[src/rtl/vga_fetch.sv]
// vga_fetch: one 36-bit frame-buffer word per vga_flag; done_vga 3 cycles after grant; mem_req held until granted.
// A second queued request overruns into sticky underrun. Define VGA_FETCH_TESTPAT_EN for colour bars with no memory access.
module vga_fetch #(
  parameter int WORDS_PER_FRAME = 153600,
  parameter int ADDR_W          = 19,
  parameter int BASE0           = 0,
  parameter int BASE1           = 262144,
  parameter int READ_LAT        = 2
) (
  input  logic              clock,
  input  logic              reset,
  input  logic              vga_flag,
  input  logic              frame_flag,
  input  logic              buffer_sel,
  input  logic              mem_grant,
  input  logic [35:0]       mem_read_data,
  output logic              mem_req,
  output logic [ADDR_W-1:0] mem_addr,
  output logic              mem_we,
  output logic [35:0]       vga_pixel,
  output logic              done_vga,
  output logic              underrun
);

  typedef enum logic [1:0] {IDLE, REQ, WAIT, DONE} state_t;

  localparam int LAT_W = $clog2(READ_LAT + 1);
  localparam logic [ADDR_W-1:0] LAST_OFS = ADDR_W'(WORDS_PER_FRAME - 1);
  localparam logic [ADDR_W-1:0] BASE0_A  = ADDR_W'(BASE0);
  localparam logic [ADDR_W-1:0] BASE1_A  = ADDR_W'(BASE1);
  localparam logic [LAT_W-1:0]  LAT_LAST = LAT_W'(READ_LAT - 1);

  state_t              state_q, state_d;
  logic [ADDR_W-1:0]   offset_q, offset_d;
  logic [ADDR_W-1:0]   addr_q, addr_d;
  logic [LAT_W-1:0]    lat_q, lat_d;
  logic [35:0]         pix_q, pix_d;
  logic                pend_q, pend_d;
  logic                clr_q, clr_d;
  logic                sel_q, sel_d;
  logic                req_q, req_d;
  logic                done_q, done_d;
  logic                und_q, und_d;

`ifdef VGA_FETCH_TESTPAT_EN
  // col/bar track (offset mod 320) / 40; frame size is a multiple of 320 so they wrap with offset.
  logic [5:0] col_q, col_d;
  logic [2:0] bar_q, bar_d;
  logic [17:0] bar_pix;

  always_comb begin
    bar_pix = 18'h0;
    case (bar_q)
      3'd0: bar_pix = {6'd63, 6'd32, 6'd32};
      3'd1: bar_pix = {6'd56, 6'd34, 6'd4};
      3'd2: bar_pix = {6'd45, 6'd4,  6'd42};
      3'd3: bar_pix = {6'd37, 6'd6,  6'd14};
      3'd4: bar_pix = {6'd26, 6'd58, 6'd50};
      3'd5: bar_pix = {6'd18, 6'd60, 6'd22};
      3'd6: bar_pix = {6'd7,  6'd30, 6'd60};
      default: bar_pix = {6'd0, 6'd32, 6'd32};
    endcase
  end
`endif

  always_comb begin
    state_d  = state_q;
    offset_d = offset_q;
    addr_d   = addr_q;
    lat_d    = lat_q;
    pix_d    = pix_q;
    pend_d   = pend_q;
    clr_d    = clr_q;
    sel_d    = sel_q;
    req_d    = req_q;
    done_d   = 1'b0;
    und_d    = und_q;
`ifdef VGA_FETCH_TESTPAT_EN
    col_d    = col_q;
    bar_d    = bar_q;
`endif

    if (frame_flag) sel_d = buffer_sel;
    if (state_q != IDLE) begin
      if (frame_flag) clr_d = 1'b1;
      if (vga_flag) begin
        if (pend_q) und_d  = 1'b1;
        else        pend_d = 1'b1;
      end
    end

    case (state_q)
      IDLE: begin
        if (frame_flag) begin
          offset_d = '0;
`ifdef VGA_FETCH_TESTPAT_EN
          col_d = '0;
          bar_d = '0;
`endif
        end
        if (vga_flag || pend_q) begin
          state_d = REQ;
          pend_d  = vga_flag && pend_q;
          addr_d  = (sel_d ? BASE1_A : BASE0_A) + (frame_flag ? '0 : offset_q);
`ifndef VGA_FETCH_TESTPAT_EN
          req_d   = 1'b1;
`endif
        end
      end
      REQ: begin
`ifdef VGA_FETCH_TESTPAT_EN
        pix_d   = {bar_pix, bar_pix};
        done_d  = 1'b1;
        state_d = DONE;
`else
        if (mem_grant) begin
          req_d   = 1'b0;
          lat_d   = '0;
          state_d = WAIT;
        end
`endif
      end
      WAIT: begin
        if (lat_q == LAT_LAST) begin
          pix_d   = mem_read_data;
          done_d  = 1'b1;
          state_d = DONE;
        end else begin
          lat_d = lat_q + LAT_W'(1);
        end
      end
      default: begin
        state_d = IDLE;
        // A frame restart seen during this fetch takes effect only now, after the old address was used.
        if (clr_q || frame_flag) begin
          offset_d = '0;
          clr_d    = 1'b0;
`ifdef VGA_FETCH_TESTPAT_EN
          col_d = '0;
          bar_d = '0;
`endif
        end else begin
          offset_d = (offset_q == LAST_OFS) ? '0 : offset_q + ADDR_W'(1);
`ifdef VGA_FETCH_TESTPAT_EN
          if (col_q == 6'd39) begin
            col_d = '0;
            bar_d = bar_q + 3'd1;
          end else begin
            col_d = col_q + 6'd1;
          end
`endif
        end
      end
    endcase
  end

  always_ff @(posedge clock or posedge reset) begin
    if (reset) begin
      state_q  <= IDLE;
      offset_q <= '0;
      addr_q   <= '0;
      lat_q    <= '0;
      pix_q    <= '0;
      pend_q   <= 1'b0;
      clr_q    <= 1'b0;
      sel_q    <= 1'b0;
      req_q    <= 1'b0;
      done_q   <= 1'b0;
      und_q    <= 1'b0;
`ifdef VGA_FETCH_TESTPAT_EN
      col_q    <= '0;
      bar_q    <= '0;
`endif
    end else begin
      state_q  <= state_d;
      offset_q <= offset_d;
      addr_q   <= addr_d;
      lat_q    <= lat_d;
      pix_q    <= pix_d;
      pend_q   <= pend_d;
      clr_q    <= clr_d;
      sel_q    <= sel_d;
      req_q    <= req_d;
      done_q   <= done_d;
      und_q    <= und_d;
`ifdef VGA_FETCH_TESTPAT_EN
      col_q    <= col_d;
      bar_q    <= bar_d;
`endif
    end
  end

  assign mem_req   = req_q;
  assign mem_addr  = addr_q;
  assign mem_we    = 1'b0;
  assign vga_pixel = pix_q;
  assign done_vga  = done_q;
  assign underrun  = und_q;

endmodule

[config.mk]
export PLATFORM = sky130hd
export DESIGN_NAME = vga_fetch
export DESIGN_NICKNAME = d
export VERILOG_FILES = /design/src/rtl/vga_fetch.sv
export SDC_FILE = /design/constraint.sdc
export NUM_CORES = 1
export LEC_CHECK = 0
export CAP_MARGIN = 20
export CELL_PAD_IN_SITES_DETAIL_PLACEMENT = 0
export CELL_PAD_IN_SITES_GLOBAL_PLACEMENT = 1
export CORE_MARGIN = 2
export CORE_UTILIZATION = 35
export CTS_BUF_LIST = sky130_fd_sc_hd__clkbuf_2 sky130_fd_sc_hd__clkbuf_4 sky130_fd_sc_hd__clkbuf_8
export CTS_CLUSTER_SIZE = 30
export DETAILED_ROUTE_END_ITERATION = 10
export GPL_TIMING_DRIVEN = 0
export PLACE_DENSITY = 0.85
export SYNTH_ARGS = -nofsm -noshare
export SYNTH_HDL_FRONTEND = slang
export SYNTH_SLANG_ARGS = --single-unit
export TNS_END_PERCENT = 50
[constraint.sdc]
create_clock -name clock -period 2.5 [get_ports clock]
set_input_delay 0.5 -clock clock [delete_from_list [all_inputs] [get_ports clock]]
set_output_delay 0.5 -clock clock [all_outputs]
set_load 0.01 [all_outputs]
Word-level counts from Yosys, hierarchy flattened
Cells that the tools add are included.
Widths: inputs -> output; s select.
Storage, ports and cells
  flip-flop bits (word level): 84
  input port bits: 42
  output and inout port bits: 59
  logic and storage cells: 63
Cells by class
  add/subtract/negate cells: 3
  eq/ne operators: 8
  mux-type cells: 26
  reductions and logical operators: 15
Operator list (number)
  $mux 19: 4
  $pmux 19 s2: 1
  $add 19x1->19 const B: 1
  $add 19x19->19: 1
  $eq 19x18->1 const B: 1
  $mux 1: 13
  $reduce_and 3->1: 4
  $mux 2: 5
  $ne 2x2->1 const B: 4
  $pmux 2 s3: 1
  $reduce_bool 2->1: 3
  $eq 2x1->1 const B: 2
  $pmux 2 s2: 1
  $reduce_and 2->1: 2
  $reduce_or 3->1: 1
  $add 2x1->2 const B: 1
  $eq 2x2->1 const B: 1
  $logic_not 2->1: 1
  $logic_or 1x1->1: 2
  $pmux 1 s2: 1
  $reduce_or 2->1: 1
  $logic_and 1x1->1: 1

Longest topological paths before layout
Gate-level depths: netlist of the first run.
  depth after elaboration: 4
  gate-level depth with buffers: 8
  gate-level depth less buffers: 6

Worst setup path before layout of the first run
No wires, ideal clock.
  kind: reg-to-reg
  from: register state_q[0]
  to: register pix_q[10] (netlist: vga_pixel[10])
  setup time: 0.125 ns
  data arrival time: 1.644 ns
  data required time: 2.375 ns
  path slack: 0.731 ns
  stages on the path, launching flop included: 8
  path buffers: 3
  clock period less this slack: 1.769 ns
  cells stage by stage: dfrtp_1 -> inv_1 -> ha_1 -> buf_2 -> and2_1 -> buf_2 -> buf_2 -> mux2_2
On the way
  longest elaborated chain between the ends: 2
RTL lines
  from (decl): RTL line 33  | state_t state_q, state_d;
  from (signal assigned): RTL line 175  | state_q <= state_d;
  $eq 2x2->1: RTL line 92  | case (state_q)
  $reduce_and 2->1 (no source line)
  to (signal assigned): RTL line 179  | pix_q <= pix_d;
  to (decl): RTL line 37  | logic [35:0] pix_q, pix_d;
No other way between the ends.
A chain may end at the register's enable or synchronous reset.

Final worst setup path of the first run
  from: register state_q[0]
  to: register offset_q[13]
On the way
  longest elaborated chain between the ends: 3
  elaborated cells on any way between the ends: 5
  classes of those cells: eq/ne (2); mux (1); reduce/logical (2)
RTL lines
  $eq 2x2->1 or $eq 2x1->1 (tied branches): RTL line 92
  $reduce_or 2->1 (no source line)
  $pmux 19 s2: RTL line 92
  to (signal assigned): RTL line 176  | offset_q <= offset_d;
  to (decl): RTL line 34  | logic [ADDR_W-1:0] offset_q, offset_d;
Several ways; a longest one is shown, not always the timed one.

==> impl_metrics.env, run 1 <==
export IMPL_maxCapViolCount=0
export IMPL_detail_route_wirelength_mm=9.18
export IMPL_grt_pass1_wl_mm=14.7
export IMPL_synth_top_cell_area_share=0.538
export IMPL_stdcell_area_mm2=0.00528
export IMPL_cts_htree_levels=3
export IMPL_synth_seq_cells=84
export IMPL_crit_path_start_kind="register"
export IMPL_critical_path_arrival_ns=2.30
export IMPL_numPortBuffers=98
export IMPL_clkSinkCount=84
export IMPL_chipHeight_um=110
export IMPL_grt_start_max_net_pins=44
export IMPL_period_needed_ns=2.06
export IMPL_tritoncts="done"
export IMPL_insertion_delay_ns=0.35
export IMPL_detailed_place_hpwl_mm=6.94
export IMPL_timing_hold_ws_ns=0.486
export IMPL_stdcell_count=610
export IMPL_ir_drop_mv=0.564
export IMPL_core_area_mm2=0.0109
export IMPL_postCtsSetupBuffers=0
export IMPL_nNetsFinal=513
export IMPL_power_per_cell_area_mw_per_mm2=953
export IMPL_root_buffer="sky130_fd_sc_hd__clkbuf_8"
export IMPL_detail_route_antenna_nets=0
export IMPL_routed_wire_length_per_instance_um=15.0
export IMPL_fin_worst_skew_ns=0.00569
export IMPL_synth_flop_cell="sky130_fd_sc_hd__dfrtp_1"
export IMPL_worst_slew_pin_slew_ns=0.893
export IMPL_gp_routability_congestion=0.810
export IMPL_track_usage=0.158
export IMPL_fmax_ghz=0.486
export IMPL_async_reset_ff_frac=1.00
export IMPL_fin_crit_sh=0.823
export IMPL_hold_class="register to register"
export IMPL_worst_setup_path_type="register to register"
export IMPL_clk_pin_slew_worst_paths_ns=0.08
export IMPL_synth_area_leaders="sky130_fd_sc_hd__dfrtp_1, sky130_fd_sc_hd__mux2_2, sky130_fd_sc_hd__nand2_1"
export IMPL_finalHoldViolCount=0
export IMPL_antenna_diode_count=0
export IMPL_hold_fix_buffers_at_cts=0
export IMPL_initial_core_util=0.359
export IMPL_synth_avg_cell_area_um2=11.0
export IMPL_status="complete, no violations"
export IMPL_cts_repair_resize_count=0
export IMPL_cts_inserted_buffers=9
export IMPL_unrepaired_setup_endpoints_after_global_routing="false"
export IMPL_synth_edf_count=0
export IMPL_timing_critical_path_to_type="register"
export IMPL_slew_violations=0
export IMPL_first_global_vias=3067
export IMPL_power_frac_comb=0.422
export IMPL_layout_cells_sized_above_1=0.202
export IMPL_row_count=38
export IMPL_dpl_instance_area_mm2=0.00509
export IMPL_p_seq_frac=0.390
export IMPL_setup_violations_final=0
export IMPL_seq_area_frac_synth=0.538
export IMPL_syn_cell_area_mm2=0.00391
export IMPL_area_delta_synth_final_pct=35.1
export IMPL_power_frac_clock=0.188
export IMPL_fin_tns_setup_ns=0
export IMPL_drtIter0Drc=213
export IMPL_synth_cells=355
export IMPL_detail_route_vias_per_cell=4.98
export IMPL_ys_warn_count=0
export IMPL_floorplan_io_pins=101
export IMPL_place_inst=594
export IMPL_slew_limit_headroom=0.404
export IMPL_synth_common_cells="sky130_fd_sc_hd__dfrtp_1, sky130_fd_sc_hd__nand2_1, sky130_fd_sc_hd__mux2_2"
export IMPL_postSynthNetCount=403
export IMPL_crit_required_ns=2.74
export IMPL_fillers=1024
export IMPL_yosysTopAreaCell="sky130_fd_sc_hd__dfrtp_1"
export IMPL_antenna_found_initial=0
export IMPL_clock_path_buffers=2
export IMPL_p_int_uw=3340
export IMPL_drtPass1Iterations=4
export IMPL_drc=0
export IMPL_yosysMostFrequentCell="sky130_fd_sc_hd__dfrtp_1"
export IMPL_die_area_mm2=0.0120
export IMPL_power_switching_fraction=0.336
export IMPL_die_x_um=110
export IMPL_num_vias=3040
export IMPL_synth_cell_types=54
export IMPL_crit_path_max_fanout=7
export IMPL_p_sw_uw=1690
export IMPL_grt_total_ovfl=0
export IMPL_static_leakage_power_uw=0.00217
==> worst max-delay path, stage by stage, from the launching register on <==
cell and delay, ns:
sky130_fd_sc_hd__dfrtp_1 0.39, sky130_fd_sc_hd__inv_1 0.09, sky130_fd_sc_hd__ha_1 0.36, sky130_fd_sc_hd__nor4_2 0.54
sky130_fd_sc_hd__o21ai_4 0.20, sky130_fd_sc_hd__o41ai_1 0.37
==> path summary, 6_finish.rpt <==
path                       cells after the start                        end               startpoint  slack (ns)
hold / removal                                 2    mem_addr[2]$_DFFE_PP0P_  mem_addr[2]$_DFFE_PP0P_        0.49
max in group asynchronous                      3   mem_addr[15]$_DFFE_PP0P_                    reset        1.14
setup / recovery                               5   offset_q[13]$_DFFE_PP0N_   state_q[0]$_DFFE_PP0P_        0.44
setup reg to reg                               5   offset_q[13]$_DFFE_PP0N_   state_q[0]$_DFFE_PP0P_        0.44
min in group asynchronous                      2  vga_pixel[14]$_DFFE_PP0P_                    reset        0.68
hold reg to reg                                2    mem_addr[2]$_DFFE_PP0P_  mem_addr[2]$_DFFE_PP0P_        0.49
==> through the flow <==
stage / utilization / worst slack, ns / power (µW)
finish: 0.485 / 0.443 / 5030
global route: 0.485 / 0.343 / 5370
CTS: 0.485 / 0.441 / 5090
detailed placement: 0.467 / 0.306 / 4140
global placement: 0.465 / 0.116 / 4080
floorplan: - / 0.731 / 3130
==> final cells by class <==
| cell class | count | area, µm² | area share |
|---|---|---|---|
| clock inverter | 7 | 66.3 | 0.0126 |
| timing repair buffer | 99 | 1000 | 0.190 |
| multi-input combinational | 238 | 1640 | 0.310 |
| inverter | 9 | 37.5 | 0.00711 |
| buffer | 24 | 134 | 0.0254 |
| clock buffer | 9 | 124 | 0.0235 |
| sequential | 84 | 2100 | 0.398 |
| tap | 140 | 175 | 0.0332 |
==> cells in the final DEF, fill, tap and decap left out, types with 4 or more instances in the layout <==
master and n:
sky130_fd_sc_hd__clkdlybuf4s50_1 98, sky130_fd_sc_hd__dfrtp_1 84, sky130_fd_sc_hd__nand2_1 61, sky130_fd_sc_hd__mux2_2 37, sky130_fd_sc_hd__o21ai_0 31, sky130_fd_sc_hd__buf_2 13
sky130_fd_sc_hd__nor2_1 11, sky130_fd_sc_hd__o21ai_2 10, sky130_fd_sc_hd__nand3_1 9, sky130_fd_sc_hd__clkbuf_8 9, sky130_fd_sc_hd__nand4_1 8, sky130_fd_sc_hd__inv_1 7
sky130_fd_sc_hd__o211ai_1 6, sky130_fd_sc_hd__ha_1 6, sky130_fd_sc_hd__xor2_1 5, sky130_fd_sc_hd__clkbuf_1 4, sky130_fd_sc_hd__clkbuf_2 4, sky130_fd_sc_hd__clkinv_2 4
==> kinds of logic after synthesis <==
family | after synthesis | share of synthesized area
muxes | 40 | 0.114
DFF | 84 | 0.538
adders and majority gates | 6 | 0.0192
and+or+nand+nor | 117 | 0.153
AOI/OAI and AO/OA | 66 | 0.113
xor gates and xnor gates | 8 | 0.0179
other | 1 | 0.000960
buffers and inverters | 33 | 0.0429
==> sequential cells by signal, indices dropped and copies added (netlist names) <==
name,flops
underrun,1
pend_q,1
mem_req,1
mem_addr,19
state_q,2
done_vga,1
sel_q,1
offset_q,19
vga_pixel,36
clr_q,1
lat_q,2
==> layer usage <==
layer	share of wire	GRT usage	routed length (µm)
met1	0.42	0.185	3880
met5	0	0	0
met3	0.078	0.0290	715
met4	0.019	0.0750	178
met2	0.48	0.277	4410
==> power by group through the flow <==
stage / combinational, µW / sequential [µW] / clock, µW
after floorplan: 998 / 2130 / 0
after global placement: 2100 / 1980 / 0
after detailed placement: 2150 / 2000 / 0
after CTS: 2150 / 1970 / 972
after global routing: 2330 / 2010 / 1030
final: 2120 / 1960 / 945
Note: power is estimated with default switching activity, not from simulation.
==> inputs of run 2 (changes only) <==
--- a/config.mk
+++ b/config.mk
@@ -14,7 +14,7 @@
 export CTS_CLUSTER_SIZE = 30
 export DETAILED_ROUTE_END_ITERATION = 10
 export GPL_TIMING_DRIVEN = 0
-export PLACE_DENSITY = 0.85
+export PLACE_DENSITY = 0.82
 export SYNTH_ARGS = -nofsm -noshare
 export SYNTH_HDL_FRONTEND = slang
 export SYNTH_SLANG_ARGS = --single-unit
==> constraint.sdc (replaced) <==
create_clock -name clock -period 2.1 [get_ports clock]
set_input_delay 0.42 -clock clock [delete_from_list [all_inputs] [get_ports clock]]
set_output_delay 0.42 -clock clock [all_outputs]
set_load 0.01 [all_outputs]
==> run 2 against run 1 <==
Against the previous run: fmax is 4.5% higher; register-to-register slack worse by 0.31 ns; clock skew is 0.0037 ns higher; core utilization is 0.77 points higher; via count is 0.86% lower; critical path type unchanged; highest routed layer unchanged.
==> impl_metrics.env, run 2 (same netlist as run 1, synthesis figures left out) <==
export IMPL_status="complete, no violations"
export IMPL_gp_routability_congestion=0.836
export IMPL_largest_register_ff_count=36
export IMPL_initial_core_util=0.359
export IMPL_postCtsSetupBuffers=0
export IMPL_grt_start_max_net_pins=31
export IMPL_most_frequent_standard_cell_in_the_layout_excluding_fill_and_tap_cells="sky130_fd_sc_hd__clkdlybuf4s50_1"
export IMPL_maxCapViolCount=0
export IMPL_routed_wire_length_per_instance_um=15.0
export IMPL_floorplan_io_pins=101
export IMPL_area_delta_synth_final_pct=37.2
export IMPL_power_per_cell_area_mw_per_mm2=1170
export IMPL_drc=0
export IMPL_track_usage=0.158
export IMPL_hold_fix_buffers_at_cts=0
export IMPL_tritoncts="done"
export IMPL_setup_violations_final=0
export IMPL_worst_slew_pin_slew_ns=0.623
export IMPL_fin_crit_sh=0.938
export IMPL_hold_class="input port to register"
export IMPL_timing_critical_path_to_type="register"
export IMPL_fmax_ghz=0.508
export IMPL_detail_route_vias_per_cell=4.93
export IMPL_static_leakage_power_uw=0.00221
export IMPL_num_vias=3014
export IMPL_crit_required_ns=2.33
export IMPL_cts_repair_resize_count=0
export IMPL_stdcell_area_mm2=0.00536
export IMPL_dpl_instance_area_mm2=0.00511
export IMPL_antenna_found_initial=0
export IMPL_drtIter0Drc=205
export IMPL_fin_tns_setup_ns=0
export IMPL_drtPass1Iterations=4
export IMPL_crit_path_max_fanout=10
export IMPL_numPortBuffers=98
export IMPL_fin_worst_skew_ns=0.00936
export IMPL_crit_path_start_kind="register"
export IMPL_chipHeight_um=110
export IMPL_detail_route_wirelength_mm=9.19
export IMPL_nNetsFinal=514
export IMPL_period_needed_ns=1.97
export IMPL_grt_total_ovfl=0
export IMPL_clkSinkCount=84
export IMPL_final_cell_mix="sky130_fd_sc_hd__clkdlybuf4s50_1, sky130_fd_sc_hd__dfrtp_1, sky130_fd_sc_hd__nand2_1, sky130_fd_sc_hd__mux2_2, sky130_fd_sc_hd__o21ai_0"
export IMPL_first_global_vias=2981
export IMPL_root_buffer="sky130_fd_sc_hd__clkbuf_8"
export IMPL_grt_pass1_wl_mm=14.6
export IMPL_core_area_mm2=0.0109
export IMPL_insertion_delay_ns=0.35
export IMPL_worst_setup_path_type="register to register"
export IMPL_ir_drop_mv=0.726
export IMPL_unrepaired_setup_endpoints_after_global_routing="true"
export IMPL_critical_path_arrival_ns=2.20
export IMPL_antenna_diode_count=0
export IMPL_clk_pin_slew_worst_paths_ns=0.08
export IMPL_layout_cells_sized_above_1=0.206
export IMPL_row_count=38
export IMPL_slew_violations=0
export IMPL_die_area_mm2=0.0120
export IMPL_finalHoldViolCount=0
export IMPL_detailed_place_hpwl_mm=6.99
export IMPL_die_x_um=110
export IMPL_clock_path_buffers=2
export IMPL_slew_limit_headroom=0.584
export IMPL_detail_route_antenna_nets=0
export IMPL_cts_inserted_buffers=9
export IMPL_cts_htree_levels=3
## run 2: worst max-delay path: stages, from the launching register on
cell and delay (ns):
sky130_fd_sc_hd__dfrtp_1 0.41, sky130_fd_sc_hd__inv_1 0.11, sky130_fd_sc_hd__ha_1 0.14, sky130_fd_sc_hd__buf_2 0.17, sky130_fd_sc_hd__and2_1 0.15, sky130_fd_sc_hd__buf_2 0.26, sky130_fd_sc_hd__buf_4 0.25, sky130_fd_sc_hd__mux2_2 0.36
## run 2: final timing paths
check,startpoint,endpoint,slack (ns),depth (start not counted)
setup / recovery,state_q[0]$_DFFE_PP0P_,vga_pixel[22]$_DFFE_PP0P_,0.13,7
hold / removal,frame_flag,clr_q$_DFF_PP0_,0.46,3
setup reg to reg,state_q[0]$_DFFE_PP0P_,vga_pixel[22]$_DFFE_PP0P_,0.13,7
hold reg to reg,mem_addr[3]$_DFFE_PP0P_,mem_addr[3]$_DFFE_PP0P_,0.48,2
max in group asynchronous,reset,mem_addr[15]$_DFFE_PP0P_,1.05,3
min in group asynchronous,reset,vga_pixel[33]$_DFFE_PP0P_,0.50,2
## run 2: final cells by class
type | count | area [µm²]
Multi-Input combinational cell | 238 | 1650
Tap cell | 140 | 175
Timing Repair Buffer | 100 | 1020
Buffer | 24 | 140
Fill cell | 1011 | 5530
Clock buffer | 11 | 139
Inverter | 9 | 37.5
Sequential cell | 84 | 2100
Clock inverter | 5 | 100
## run 2: metrics by stage
stage / hold WS, ns / utilization / total power [µW] / cells / worst slack (ns)
after CTS: 0.419 / 0.491 / 6340 / 611 / 0.0375
after global routing: 0.477 / 0.492 / 6710 / 611 / -0.00761
final: 0.461 / 0.492 / 6290 / 611 / 0.131
after global placement: 0.464 / 0.465 / 4860 / 593 / -0.219
after detailed placement: 0.468 / 0.469 / 4960 / 595 / -0.0721
after floorplan: 0.484 / - / 3720 / 355 / 0.331
## run 2: per-layer routing
metal / routed length, µm / up-vias / GRT usage
li1: - / 1467 / -
met1: 4090 / 1445 / 0.199
met2: 4390 / 98 / 0.259
met3: 669 / 4 / 0.0403
met4: 46 / 0 / 0.0651
met5: 0 / - / 0
## run 2: where the power goes
| group | leakage, µW | switching, µW | internal [µW] |
|---|---|---|---|
| logic | 0.00101 | 1200 | 1370 |
| clock network | 0.000124 | 554 | 813 |
| registers | 0.00107 | 267 | 2080 |
